## src/rtl/execute_stage_p.sv

```systemverilog
// Execute stage: ALU, MOV, load/store, push/pop and branch, with NZCV flags and stack pointer.
// Define EXEC_MUL_EN to enable the single-cycle MUL opcode (01000); otherwise 01000 is a NOP.
module execute_stage_p #(
   parameter int          DATA_W    = 16,
   parameter int          ADDR_W    = 16,
   parameter int          REG_IDX_W = 5,
   parameter logic [15:0] SP_RESET  = 16'hFFFF
) (
   input  logic                 clk,
   input  logic                 reset,
   input  logic                 in_valid,
   output logic                 in_ready,
   input  logic [4:0]           in_op,
   input  logic [DATA_W-1:0]    in_a,
   input  logic [DATA_W-1:0]    in_b,
   input  logic [REG_IDX_W-1:0] in_dst,
   input  logic [3:0]           in_cond,
   output logic                 out_valid,
   input  logic                 out_ready,
   output logic [DATA_W-1:0]    out_result,
   output logic [REG_IDX_W-1:0] out_dst,
   output logic                 out_wb_en,
   output logic [3:0]           out_nzcv,
   output logic                 mem_req,
   output logic                 mem_we,
   output logic [ADDR_W-1:0]    mem_addr,
   output logic [DATA_W-1:0]    mem_wdata,
   input  logic                 mem_ack,
   input  logic [DATA_W-1:0]    mem_rdata,
   output logic                 br_en,
   output logic [ADDR_W-1:0]    br_target,
   output logic [ADDR_W-1:0]    sp,
   output logic [1:0]           o_dbg_state
);

   localparam int MSB = DATA_W - 1;
   localparam logic [ADDR_W-1:0] SP_INIT = ADDR_W'(SP_RESET);

   localparam logic [4:0] OP_ADD  = 5'b00000;
   localparam logic [4:0] OP_SUB  = 5'b00001;
   localparam logic [4:0] OP_AND  = 5'b00010;
   localparam logic [4:0] OP_OR   = 5'b00011;
   localparam logic [4:0] OP_XOR  = 5'b00100;
   localparam logic [4:0] OP_SHL  = 5'b00110;
   localparam logic [4:0] OP_SHR  = 5'b00111;
   localparam logic [4:0] OP_MUL  = 5'b01000;
   localparam logic [4:0] OP_CMP  = 5'b01111;
   localparam logic [4:0] OP_MOV  = 5'b10000;
   localparam logic [4:0] OP_LD   = 5'b10010;
   localparam logic [4:0] OP_ST   = 5'b10011;
   localparam logic [4:0] OP_PUSH = 5'b10110;
   localparam logic [4:0] OP_POP  = 5'b10111;
   localparam logic [4:0] OP_BR   = 5'b11000;

   typedef enum logic [1:0] {S_IDLE = 2'd0, S_MEM = 2'd1} state_t;
   state_t r_state, w_state_next;

   logic                 r_out_valid, r_out_wb_en, r_br_en;
   logic [DATA_W-1:0]    r_out_result;
   logic [REG_IDX_W-1:0] r_out_dst;
   logic [3:0]           r_nzcv;
   logic                 r_mem_req, r_mem_we, r_is_push, r_is_pop;
   logic [ADDR_W-1:0]    r_mem_addr, r_br_target, r_sp;
   logic [DATA_W-1:0]    r_mem_wdata;

   logic w_accept, w_mem_done, w_cond_true;
   logic w_n, w_z, w_c_cur, w_v_cur;

   // Valid/ready: a micro-op transfers on a cycle where in_valid && in_ready; a result
   // transfers where out_valid && out_ready, and out_* hold steady until it does.
   assign in_ready   = (r_state == S_IDLE) && (!r_out_valid || out_ready);
   assign w_accept   = in_valid && in_ready;
   assign w_mem_done = (r_state == S_MEM) && mem_ack;

   assign {w_n, w_z, w_c_cur, w_v_cur} = r_nzcv;

   always_comb begin
      w_cond_true = 1'b0;
      case (in_cond)
         4'b0000: w_cond_true = 1'b1;
         4'b0001: w_cond_true = w_z;
         4'b0010: w_cond_true = !w_z;
         4'b0011: w_cond_true = w_c_cur;
         4'b0100: w_cond_true = !w_c_cur;
         4'b0101: w_cond_true = w_n;
         4'b0110: w_cond_true = !w_n;
         4'b0111: w_cond_true = w_v_cur;
         4'b1000: w_cond_true = !w_v_cur;
         4'b1001: w_cond_true = w_c_cur && !w_z;
         4'b1010: w_cond_true = !w_c_cur || w_z;
         4'b1011: w_cond_true = (w_n == w_v_cur);
         4'b1100: w_cond_true = (w_n != w_v_cur);
         4'b1101: w_cond_true = !w_z && (w_n == w_v_cur);
         4'b1110: w_cond_true = w_z || (w_n != w_v_cur);
         default: w_cond_true = 1'b0;
      endcase
   end

   logic [3:0]        w_amt;
   logic [DATA_W:0]   w_add, w_sub, w_shl, w_shr;
   assign w_amt = in_b[3:0];
   assign w_add = {1'b0, in_a} + {1'b0, in_b};
   assign w_sub = {1'b0, in_a} - {1'b0, in_b};
   // Extra bit catches the last bit shifted out: top bit for SHL, bottom bit for SHR.
   assign w_shl = {1'b0, in_a} << w_amt;
   assign w_shr = {in_a, 1'b0} >> w_amt;
`ifdef EXEC_MUL_EN
   logic [2*DATA_W-1:0] w_mul;
   assign w_mul = (2*DATA_W)'(in_a) * (2*DATA_W)'(in_b);
`endif

   logic [DATA_W-1:0] w_res, w_mem_wdata;
   logic [ADDR_W-1:0] w_mem_addr;
   logic [3:0]        w_nzcv_next;
   logic w_c, w_v, w_upd, w_wb_en, w_is_mem, w_mem_we, w_is_push, w_is_pop, w_br_take;

   always_comb begin
      w_res       = '0;
      w_c         = w_c_cur;
      w_v         = w_v_cur;
      w_upd       = 1'b0;
      w_wb_en     = 1'b0;
      w_is_mem    = 1'b0;
      w_mem_we    = 1'b0;
      w_mem_addr  = '0;
      w_mem_wdata = '0;
      w_is_push   = 1'b0;
      w_is_pop    = 1'b0;
      w_br_take   = 1'b0;
      case (in_op)
         OP_ADD: begin
            w_res = w_add[MSB:0]; w_c = w_add[DATA_W];
            w_v = (in_a[MSB] == in_b[MSB]) && (w_add[MSB] != in_a[MSB]);
            w_upd = 1'b1; w_wb_en = 1'b1;
         end
         OP_SUB, OP_CMP: begin
            w_res = w_sub[MSB:0]; w_c = !w_sub[DATA_W];
            w_v = (in_a[MSB] != in_b[MSB]) && (w_sub[MSB] != in_a[MSB]);
            w_upd = 1'b1; w_wb_en = (in_op == OP_SUB);
         end
         OP_AND: begin w_res = in_a & in_b; w_upd = 1'b1; w_wb_en = 1'b1; end
         OP_OR:  begin w_res = in_a | in_b; w_upd = 1'b1; w_wb_en = 1'b1; end
         OP_XOR: begin w_res = in_a ^ in_b; w_upd = 1'b1; w_wb_en = 1'b1; end
         OP_SHL: begin
            w_res = w_shl[MSB:0];
            if (w_amt != 4'd0) w_c = w_shl[DATA_W];
            w_upd = 1'b1; w_wb_en = 1'b1;
         end
         OP_SHR: begin
            w_res = w_shr[DATA_W:1];
            if (w_amt != 4'd0) w_c = w_shr[0];
            w_upd = 1'b1; w_wb_en = 1'b1;
         end
`ifdef EXEC_MUL_EN
         OP_MUL: begin
            w_res = w_mul[MSB:0]; w_c = |w_mul[2*DATA_W-1:DATA_W];
            w_upd = 1'b1; w_wb_en = 1'b1;
         end
`endif
         OP_MOV: begin w_res = in_b; w_wb_en = 1'b1; end
         OP_LD: begin
            w_is_mem = 1'b1; w_mem_addr = ADDR_W'(in_b); w_wb_en = 1'b1;
         end
         OP_ST: begin
            w_is_mem = 1'b1; w_mem_we = 1'b1;
            w_mem_addr = ADDR_W'(in_b); w_mem_wdata = in_a;
         end
         OP_PUSH: begin
            w_is_mem = 1'b1; w_mem_we = 1'b1; w_is_push = 1'b1;
            w_mem_addr = r_sp - ADDR_W'(1); w_mem_wdata = in_b;
         end
         OP_POP: begin
            w_is_mem = 1'b1; w_is_pop = 1'b1; w_mem_addr = r_sp; w_wb_en = 1'b1;
         end
         OP_BR: w_br_take = w_cond_true;
         default: ;
      endcase
      w_nzcv_next = w_upd ? {w_res[MSB], (w_res == '0), w_c, w_v} : r_nzcv;
   end

   always_ff @(posedge clk or negedge reset) begin
      if (!reset) r_state <= S_IDLE;
      else        r_state <= w_state_next;
   end

   always_comb begin
      w_state_next = r_state;
      case (r_state)
         S_IDLE:  if (w_accept && w_is_mem) w_state_next = S_MEM;
         S_MEM:   if (mem_ack) w_state_next = S_IDLE;
         default: w_state_next = S_IDLE;
      endcase
   end

   always_ff @(posedge clk or negedge reset) begin
      if (!reset) begin
         r_out_valid  <= 1'b0;
         r_out_result <= '0;
         r_out_dst    <= '0;
         r_out_wb_en  <= 1'b0;
         r_nzcv       <= 4'b0000;
         r_br_en      <= 1'b0;
         r_br_target  <= '0;
         r_mem_req    <= 1'b0;
         r_mem_we     <= 1'b0;
         r_mem_addr   <= '0;
         r_mem_wdata  <= '0;
         r_is_push    <= 1'b0;
         r_is_pop     <= 1'b0;
         r_sp         <= SP_INIT;
      end else begin
         r_br_en <= 1'b0;
         if (r_out_valid && out_ready) r_out_valid <= 1'b0;
         if (w_accept) begin
            r_nzcv      <= w_nzcv_next;
            r_out_dst   <= in_dst;
            r_out_wb_en <= w_wb_en;
            if (w_is_mem) begin
               r_mem_req   <= 1'b1;
               r_mem_we    <= w_mem_we;
               r_mem_addr  <= w_mem_addr;
               r_mem_wdata <= w_mem_wdata;
               r_is_push   <= w_is_push;
               r_is_pop    <= w_is_pop;
            end else begin
               r_out_valid  <= 1'b1;
               r_out_result <= w_res;
               r_br_en      <= w_br_take;
               if (w_br_take) r_br_target <= ADDR_W'(in_a);
            end
         end
         if (w_mem_done) begin
            r_mem_req    <= 1'b0;
            r_out_valid  <= 1'b1;
            r_out_result <= r_mem_we ? r_mem_wdata : mem_rdata;
            if (r_is_push)     r_sp <= r_sp - ADDR_W'(1);
            else if (r_is_pop) r_sp <= r_sp + ADDR_W'(1);
         end
      end
   end

   assign out_valid   = r_out_valid;
   assign out_result  = r_out_result;
   assign out_dst     = r_out_dst;
   assign out_wb_en   = r_out_wb_en;
   assign out_nzcv    = r_nzcv;
   assign mem_req     = r_mem_req;
   assign mem_we      = r_mem_we;
   assign mem_addr    = r_mem_addr;
   assign mem_wdata   = r_mem_wdata;
   assign br_en       = r_br_en;
   assign br_target   = r_br_target;
   assign sp          = r_sp;
   assign o_dbg_state = r_state;

endmodule

```

## config.mk

```make
export PLATFORM = sky130hd
export DESIGN_NAME = execute_stage_p
export DESIGN_NICKNAME = d
export VERILOG_FILES = /design/src/rtl/execute_stage_p.sv
export SDC_FILE = /design/constraint.sdc
export NUM_CORES = 1
export LEC_CHECK = 0
export ABC_AREA = 1
export BUFFER_PORTS_ARGS = -buffer_cell sky130_fd_sc_hd__buf_2
export CORE_ASPECT_RATIO = 1.2
export CORE_MARGIN = 1.5
export CORE_UTILIZATION = 50
export CTS_CLUSTER_SIZE = 16
export DETAILED_ROUTE_END_ITERATION = 8
export PLACE_DENSITY = 0.7
export SETUP_SLACK_MARGIN = 0.1
export SYNTH_ARGS = -nofsm -noshare
export SYNTH_HDL_FRONTEND = slang
export SYNTH_SLANG_ARGS = --single-unit
```

## constraint.sdc

```tcl
create_clock -name clk -period 2.69 [get_ports clk]
set_clock_uncertainty 0.2 [all_clocks]
set_input_delay 0.538 -clock clk [delete_from_list [all_inputs] [get_ports clk]]
set_output_delay 0.538 -clock clk [all_outputs]
set_load 0.05 [all_outputs]
```

==> results of run 1 <==
area by class of cell:
class	count	area, um^2	share of cell area, %
sequential	97	2450	18.8
timing repair buffer	428	2910	22.4
clock buffer	9	225	1.73
clock inverter	7	81.3	0.624
tap	256	320	2.46
inverter	187	709	5.45
multi-input combinational	1224	6330	48.6
per-layer routing:
metal	GRT usage [%]	wire length, um	up-vias
met5	0	13	-
met4	30.8	3350	2
met3	11.6	4110	172
met2	70.2	20200	675
met1	50.4	16100	5701
li1	-	-	5891
Yosys cell counts (2+ instances only):
master / count
nand3_1: 176
nand3_4: 2
nand2_1: 434
fa_1: 2
buf_6: 2
or2_2: 3
a22oi_1: 11
buf_2: 35
o21ai_1: 4
nor2_1: 198
a211oi_1: 8
o22ai_1: 13
nor2_4: 4
a221oi_1: 6
inv_1: 169
nand3_2: 3
and2_1: 3
o21ai_2: 16
nand4_1: 26
o221ai_1: 2
xnor2_1: 3
ha_1: 56
inv_2: 16
a31oi_1: 24
buf_1: 4
dfstp_2: 16
xor2_1: 19
clkbuf_1: 28
nor2_2: 4
o211ai_1: 3
a21oi_1: 93
o21ai_0: 85
nor3_1: 11
o2111ai_1: 2
buf_4: 6
o21bai_1: 2
or2_1: 2
dfrtp_1: 81
critical path, cell delays in order:
cell and delay [ns]:
buf_2 0.11, buf_4 0.15, ha_1 0.24, a21oi_2 0.17, nand2_1 0.14, nand2_1 0.09, nand2_1 0.13, buf_4 0.19
o21ai_0 0.23, nand3_2 0.20, nor2_1 0.13, nand2_1 0.08, nor2_1 0.11, nand3_1 0.08, nand2_1 0.06
registers in the layout, indices dropped and copies added (netlist names), 4 cells and up:
signal / cells
br_target: 16
out_dst: 5
mem_addr: 16
mem_wdata: 16
sp: 16
out_result: 16
out_nzcv: 4
worst min-delay path by stage:
stage	startpoint	to	slack [ns]	cells past startpoint
2_1_floorplan	reset	br_en	0.04	0
3_3_place_gp	out_dst[3]	out_dst[3]	0.26	2
3_5_place_dp	out_result[15]	out_result[15]	0.27	2
4_1_cts	in_dst[3]	out_dst[3]	0.16	3
5_1_grt	mem_ack	o_dbg_state[0]	0.18	2
6_report	in_dst[3]	out_dst[3]	0.17	3
repair_timing:
item	in CTS	in global routing
hold buffers	1	0
gates resized for setup	1	22
setup buffers	0	3
endpoints found under the hold margin	34	0
pin swaps	0	4
endpoints found under the setup margin	1	16
placed cells by master, fill, tap and decap left out, drive strengths merged:
| master | netlist | routed |
|---|---|---|
| nor2 | 206 | 206 |
| a211oi | 8 | 8 |
| o32ai | 1 | 1 |
| a21oi | 93 | 93 |
| dfstp | 16 | 16 |
| o221ai | 2 | 2 |
| o22a | 1 | 1 |
| o2111ai | 2 | 2 |
| a31oi | 24 | 24 |
| o22ai | 13 | 13 |
| a311oi | 1 | 1 |
| nor4 | 2 | 2 |
| nand2 | 436 | 436 |
| clkinv | 2 | 6 |
| nor3 | 11 | 11 |
| nor3b | 1 | 1 |
| o211ai | 3 | 3 |
| clkbuf | 28 | 9 |
| a22oi | 11 | 11 |
| ha | 56 | 56 |
| conb | 1 | 1 |
| and2 | 3 | 3 |
| o21bai | 2 | 2 |
| dfrtp | 81 | 81 |
| or2 | 5 | 5 |
| fa | 2 | 2 |
| xnor2 | 3 | 3 |
| xor2 | 19 | 19 |
| a221oi | 6 | 6 |
| buf | 47 | 427 |
| inv | 185 | 188 |
| nand4 | 26 | 26 |
| o21ai | 105 | 105 |
| nand3 | 181 | 181 |
| dlygate4sd3 | 0 | 1 |
where the power goes:
part	switching [W]	total (W)	leakage [nW]	internal [W]
Combinational	0.00314	0.00441	5.77	0.00126
Sequential	0.000438	0.00238	1.20	0.00194
Clock	0.000697	0.00136	0.150	0.000665
Total	0.00428	0.00814	7.12	0.00387
per-stage QoR:
stage                     setup slack (ns)  cell area [um^2]
after global placement              -0.194             12600
after global routing                0.0126             13000
after detailed placement            -0.219             12600
after CTS                            0.141             12900
after floorplan                     0.0996              9820
final                                0.125             13000
cell families (layout without fill, tap and decap cells):
family | count (synthesis) | in the layout
AO/OA/AOI/OAI | 272 | 272
XOR/XNOR | 22 | 22
adder cells (fa/ha/maj) | 58 | 58
buffers and inverters | 262 | 631
flip-flops | 97 | 97
other | 1 | 1
AND/OR/NAND/NOR | 871 | 871
==> qor.tcl, run 1 <==
set qor(synth.mux.area_fraction_pct) 0
set qor(globalplace.congestion) 1.04
set qor(share_of_synthesized_flip_flops_with_an_asynchronous_set_or_reset_pct) 100
set qor(post_synth_xor_area_fraction_pct) 1.98
set qor(number_of_core_rows) 55
set qor(grt_start_max_net_pins) 40
set qor(run_status) {finished clean}
set qor(cts.sink_count) 97
set qor(post_synth_edffs) 0
set qor(clock.fmax_mhz) 390
set qor(drive_above_1_share_pct) 27.8
set qor(syn_avg_cell_area_um2) 6.15
set qor(cp-endpoint) {out_nzcv[2]}
set qor(worstPathArrival_ns) 2.68
set qor(clock_tree.root_cell) {clkbuf_16}
set qor(drt_drc_violations_left) 0
set qor(cp_max_fo) 5
set qor(detail_route.wl_per_cell_um) 19.8
set qor(regToRegSetupSlack_ns) 0.22
set qor(grt_first_pass_wirelength_um) 66400
set qor(die_h_um) 156
set qor(crit_path_start) {in_a[1]}
set qor(cts.reportedPaths.clkPinSlew_ns) 0.08
set qor(die-area_mm2) 0.0203
set qor(regToRegStartpoint) {sp[0]}
set qor(yosys.cell_types.count) 49
set qor(critPathKind) {input pin to flop}
set qor(clkLatencyLatePin_ns) 0.37
set qor(yosys.area.top_type) {dfrtp_1}
set qor(gr-usage-all-layers_pct) 43.8
set qor(tritoncts_clock_tree) {built}
set qor(totalPowerFinal_w) 0.00814
set qor(routed_wl_um) 43800
set qor(drt_iter0_markers) 1112
set qor(vias_in_the_first_global_route) 12173
set qor(ys_seq_elements) 97
set qor(worstMarginPinSlew_ns) 0.616
set qor(count_of_inserted_antenna_diode_cells) 0
set qor(number_of_standard_cells_in_the_final_layout_excluding_fillers) 2208
set qor(vias_per_cell) 5.63
set qor(vdd.ir_drop.worst_uv) 795
set qor(max_slew_violation_count) 0
set qor(setup_viol) 0
set qor(grt_antenna_before_repair) 1
set qor(grt-ovfl-total) 0
set qor(min_period_ns) 2.57
set qor(class_of_the_worst_hold_path) {input pin to flop}
set qor(fin_tns_setup_ns) 0
set qor(initial_utilization_pct) 51.2
set qor(placeableCoreArea_mm2) 0.0190
set qor(min_period_over_period_pct) 95.4
set qor(synth_top_family_by_area) {simple AND/OR/NAND/NOR gates}
set qor(detailedPlacementHpwl_um) 35300
set qor(post_syn_instances) 1583
set qor(synth_top_area_share_pct) 20.8
set qor(placed_cells_incl_taps) 2188
set qor(post-route-util_pct) 68.6
set qor(detailroute.via_count) 12441
set qor(final.hold.worst_slack_ns) 0.167
set qor(cts_made_buffers) 9
set qor(max-clock-path-buffers) 2
set qor(synth_compound_area_share_pct) 16.2
set qor(die_width_um) 130
set qor(area_of_the_mapped_netlist_mm2) 0.00973
set qor(post_synth_top_flop) {dfrtp_1}
set qor(power-per-cell-area_mw_per_mm2) 625
set qor(max_cap_viol_count) 0
set qor(layout-area-overhead-vs-synth_pct) 33.9
set qor(max_slew_margin_pct) 58.9
set qor(synth_warn) 0
set qor(timing.rr.end) {sp[14]}
set qor(rsz0062_at_grt) {true}
set qor(start_kind) {input pin}
set qor(synth.yosys.seq_area_share_pct) 25.2
set qor(dr.pass1.iters) 6
set qor(top_level_ports) 164
set qor(place.port_buffers) 162
set qor(leakagePower_nw) 7.12
set qor(leading_post_synthesis_cells_by_cell_area) {dfrtp_1 (21%), nand2_1 (17%), nand3_1 (9.1%), nor2_1 (7.6%), ha_1 (7.2%)}
set qor(syn_nets) 1708
set qor(clock_tree.htree_level_count) 3
set qor(antenna_violating_nets_post_route) 0
set qor(nets) 2072
set qor(end_kind) {flop}
set qor(synth-adder-area-share_pct) 7.61
set qor(synth-simple-area-share_pct) 38.0
set qor(worst-endpoint-required_ns) 2.80
set qor(worst-r2r-cell-count) 11
set qor(hold_violations) 0
set qor(filler_cell_count) 1767
No activity file was read; power rests on OpenSTA's default activity.
==> run 2: changes to the inputs <==
Settings changed: RECOVER_POWER set to 25.
Clock period 2.69 ns to 3.35 ns, I/O delays scaled along.
==> qor.tcl, run 2 (synthesis gave the netlist of run 1 again) <==
set qor(run_status) {finished clean}
set qor(hold_violations) 0 ;# unchanged
set qor(routed_wl_um) 41600 ;# -5.1%
set qor(post_cts_hold_buffer_count) 0 ;# -1
set qor(layout_commonest_cell) {nand2_1}
set qor(tritoncts_clock_tree) {built}
set qor(vias_in_the_first_global_route) 11024 ;# -9.4%
set qor(place.port_buffers) 162 ;# unchanged
set qor(die_width_um) 130 ;# unchanged
set qor(vdd.ir_drop.worst_uv) 585 ;# -26%
set qor(min_period_ns) 3.11
set qor(critPathKind) {input pin to flop}
set qor(post_cts.repair.setup_buffers) 0 ;# unchanged
set qor(cts.reportedPaths.clkPinSlew_ns) 0.09 ;# about the same
set qor(setup_viol) 0 ;# unchanged
set qor(cts.sink_count) 97 ;# unchanged
set qor(gr-usage-all-layers_pct) 41.9 ;# -1.9 points
set qor(nets) 1858 ;# -10%
set qor(filler_cell_count) 1948 ;# +10%
set qor(class_of_the_worst_hold_path) {flop to flop}
set qor(top_level_ports) 164 ;# unchanged
set qor(final.hold.worst_slack_ns) 0.280 ;# +0.114 ns
set qor(cts_made_buffers) 9 ;# unchanged
set qor(post_cts_resize_count) 0 ;# -1
set qor(grt_start_max_net_pins) 51 ;# +28%
set qor(die_h_um) 156 ;# unchanged
set qor(max_slew_margin_pct) 14.3 ;# -45 points
set qor(grt-ovfl-total) 0 ;# unchanged
set qor(fin_tns_setup_ns) 0 ;# unchanged
set qor(worstMarginPinSlew_ns) 1.29 ;# +0.669 ns
set qor(max-clock-path-buffers) 2 ;# unchanged
set qor(max_slew_violation_count) 0 ;# unchanged
set qor(detail_route.wl_per_cell_um) 20.8 ;# +5.1%
set qor(cp_max_fo) 10 ;# +5
set qor(detailedPlacementHpwl_um) 32300 ;# -8.5%
set qor(leakagePower_nw) 6.06 ;# -15%
set qor(max_cap_viol_count) 0 ;# unchanged
set qor(number_of_core_rows) 55 ;# unchanged
set qor(grt_first_pass_wirelength_um) 62800 ;# -5.5%
set qor(placeableCoreArea_mm2) 0.0190 ;# unchanged
set qor(power-per-cell-area_mw_per_mm2) 551 ;# -12%
set qor(drive_above_1_share_pct) 17.2 ;# -11 points
set qor(globalplace.congestion) 1.01 ;# -2.4%
set qor(worstPathArrival_ns) 3.22 ;# +0.54 ns
set qor(detailroute.via_count) 11603 ;# -6.7%
set qor(drt_iter0_markers) 1097 ;# -1.3%
set qor(min_period_over_period_pct) 92.8
set qor(clock_tree.root_cell) {clkbuf_16}
set qor(layout-area-overhead-vs-synth_pct) 15.6
set qor(vias_per_cell) 5.82 ;# +3.2%
set qor(clkLatencyLatePin_ns) 0.37 ;# about the same
set qor(clock_tree.htree_level_count) 3 ;# unchanged
set qor(end_kind) {flop}
set qor(initial_utilization_pct) 51.2 ;# unchanged
set qor(drt_drc_violations_left) 0 ;# unchanged
set qor(start_kind) {input pin}
set qor(antenna_violating_nets_post_route) 0 ;# unchanged
set qor(dr.pass1.iters) 6 ;# unchanged
set qor(grt_antenna_before_repair) 2 ;# +1
set qor(rsz0062_at_grt) {false}
set qor(die-area_mm2) 0.0203 ;# unchanged
set qor(worst-endpoint-required_ns) 3.46 ;# +0.66 ns
set qor(most-common-layout-cells) {nand2_1 (434), nor2_1 (197), nand3_1 (176)}
set qor(clock.fmax_mhz) 322
run 2: changes by cell type in the layout (fill, tap and decap cells not counted), moves of 5 or more:
cell,before,now
buf_4,258,47
ha_1,51,56
nand2_1,429,434
nand2_2,6,1
nor2_1,190,197
nor2_2,11,5
run 2: layer usage:
metal	up-vias	track usage (%)	share of wire, %
li1	5460	-	-
met1	5383	49.0	37
met2	587	67.1	46
met3	173	11.4	9.1
met4	0	27.2	7.3
met5	-	0	0
run 2: critical path, stage by stage:
cell	delay, ns
buf_2	0.25
inv_1	0.14
ha_1	0.52
inv_1	0.13
a21oi_1	0.40
a21oi_1	0.15
nor2_1	0.14
nand3_1	0.10
nand2_1	0.07
nor2_1	0.04
nor2_1	0.27
nand2_1	0.08
nor2_1	0.11
nand3_1	0.07
nand2_1	0.07
run 2: worst paths after layout:
check	start	end	slack (ns)	cells after the start
worst max-delay path	in_a[10]	out_nzcv[2]	0.24	15
worst min-delay path	out_dst[3]	out_dst[3]	0.28	2
worst max register to register	sp[1]	sp[14]	0.78	11
worst min register to register	out_dst[3]	out_dst[3]	0.28	2
max in group asynchronous	reset	br_target[8]	0.71	2
min in group asynchronous	reset	out_result[2]	0.37	1
run 2: where the power goes:
part / switching, W / leakage, nW / internal [W] / total [W]
combinational: 0.00240 / 4.72 / 0.000790 / 0.00319
sequential: 0.000377 / 1.20 / 0.00156 / 0.00193
clock: 0.000537 / 0.150 / 0.000533 / 0.00107
run 2: layout make-up:
cell class,instances,area [um^2],share of cell area (%)
Multi-Input combinational cell,1224,6220,55.3
Sequential cell,97,2450,21.8
Timing Repair Buffer,214,1250,11.1
Inverter,187,707,6.28
Tap cell,256,320,2.85
Clock buffer,9,225,2.00
Clock inverter,7,81.3,0.723
Antenna cell,1,2.50,0.0222
run 2: through the flow:
stage | util, % | total power [W] | worst slack [ns] | instances | cell area [um^2]
2_1_floorplan | - | 0.00420 | 0.158 | 1583 | 9730
3_3_place_gp | 57.7 | 0.00506 | 0.000873 | 1978 | 11000
3_5_place_dp | 57.7 | 0.00508 | 0.0151 | 1978 | 11000
4_1_cts | 59.3 | 0.00616 | 0.374 | 1994 | 11300
5_1_grt | 59.2 | 0.00653 | 0.109 | 1994 | 11200
6_report | 59.2 | 0.00619 | 0.243 | 1995 | 11200
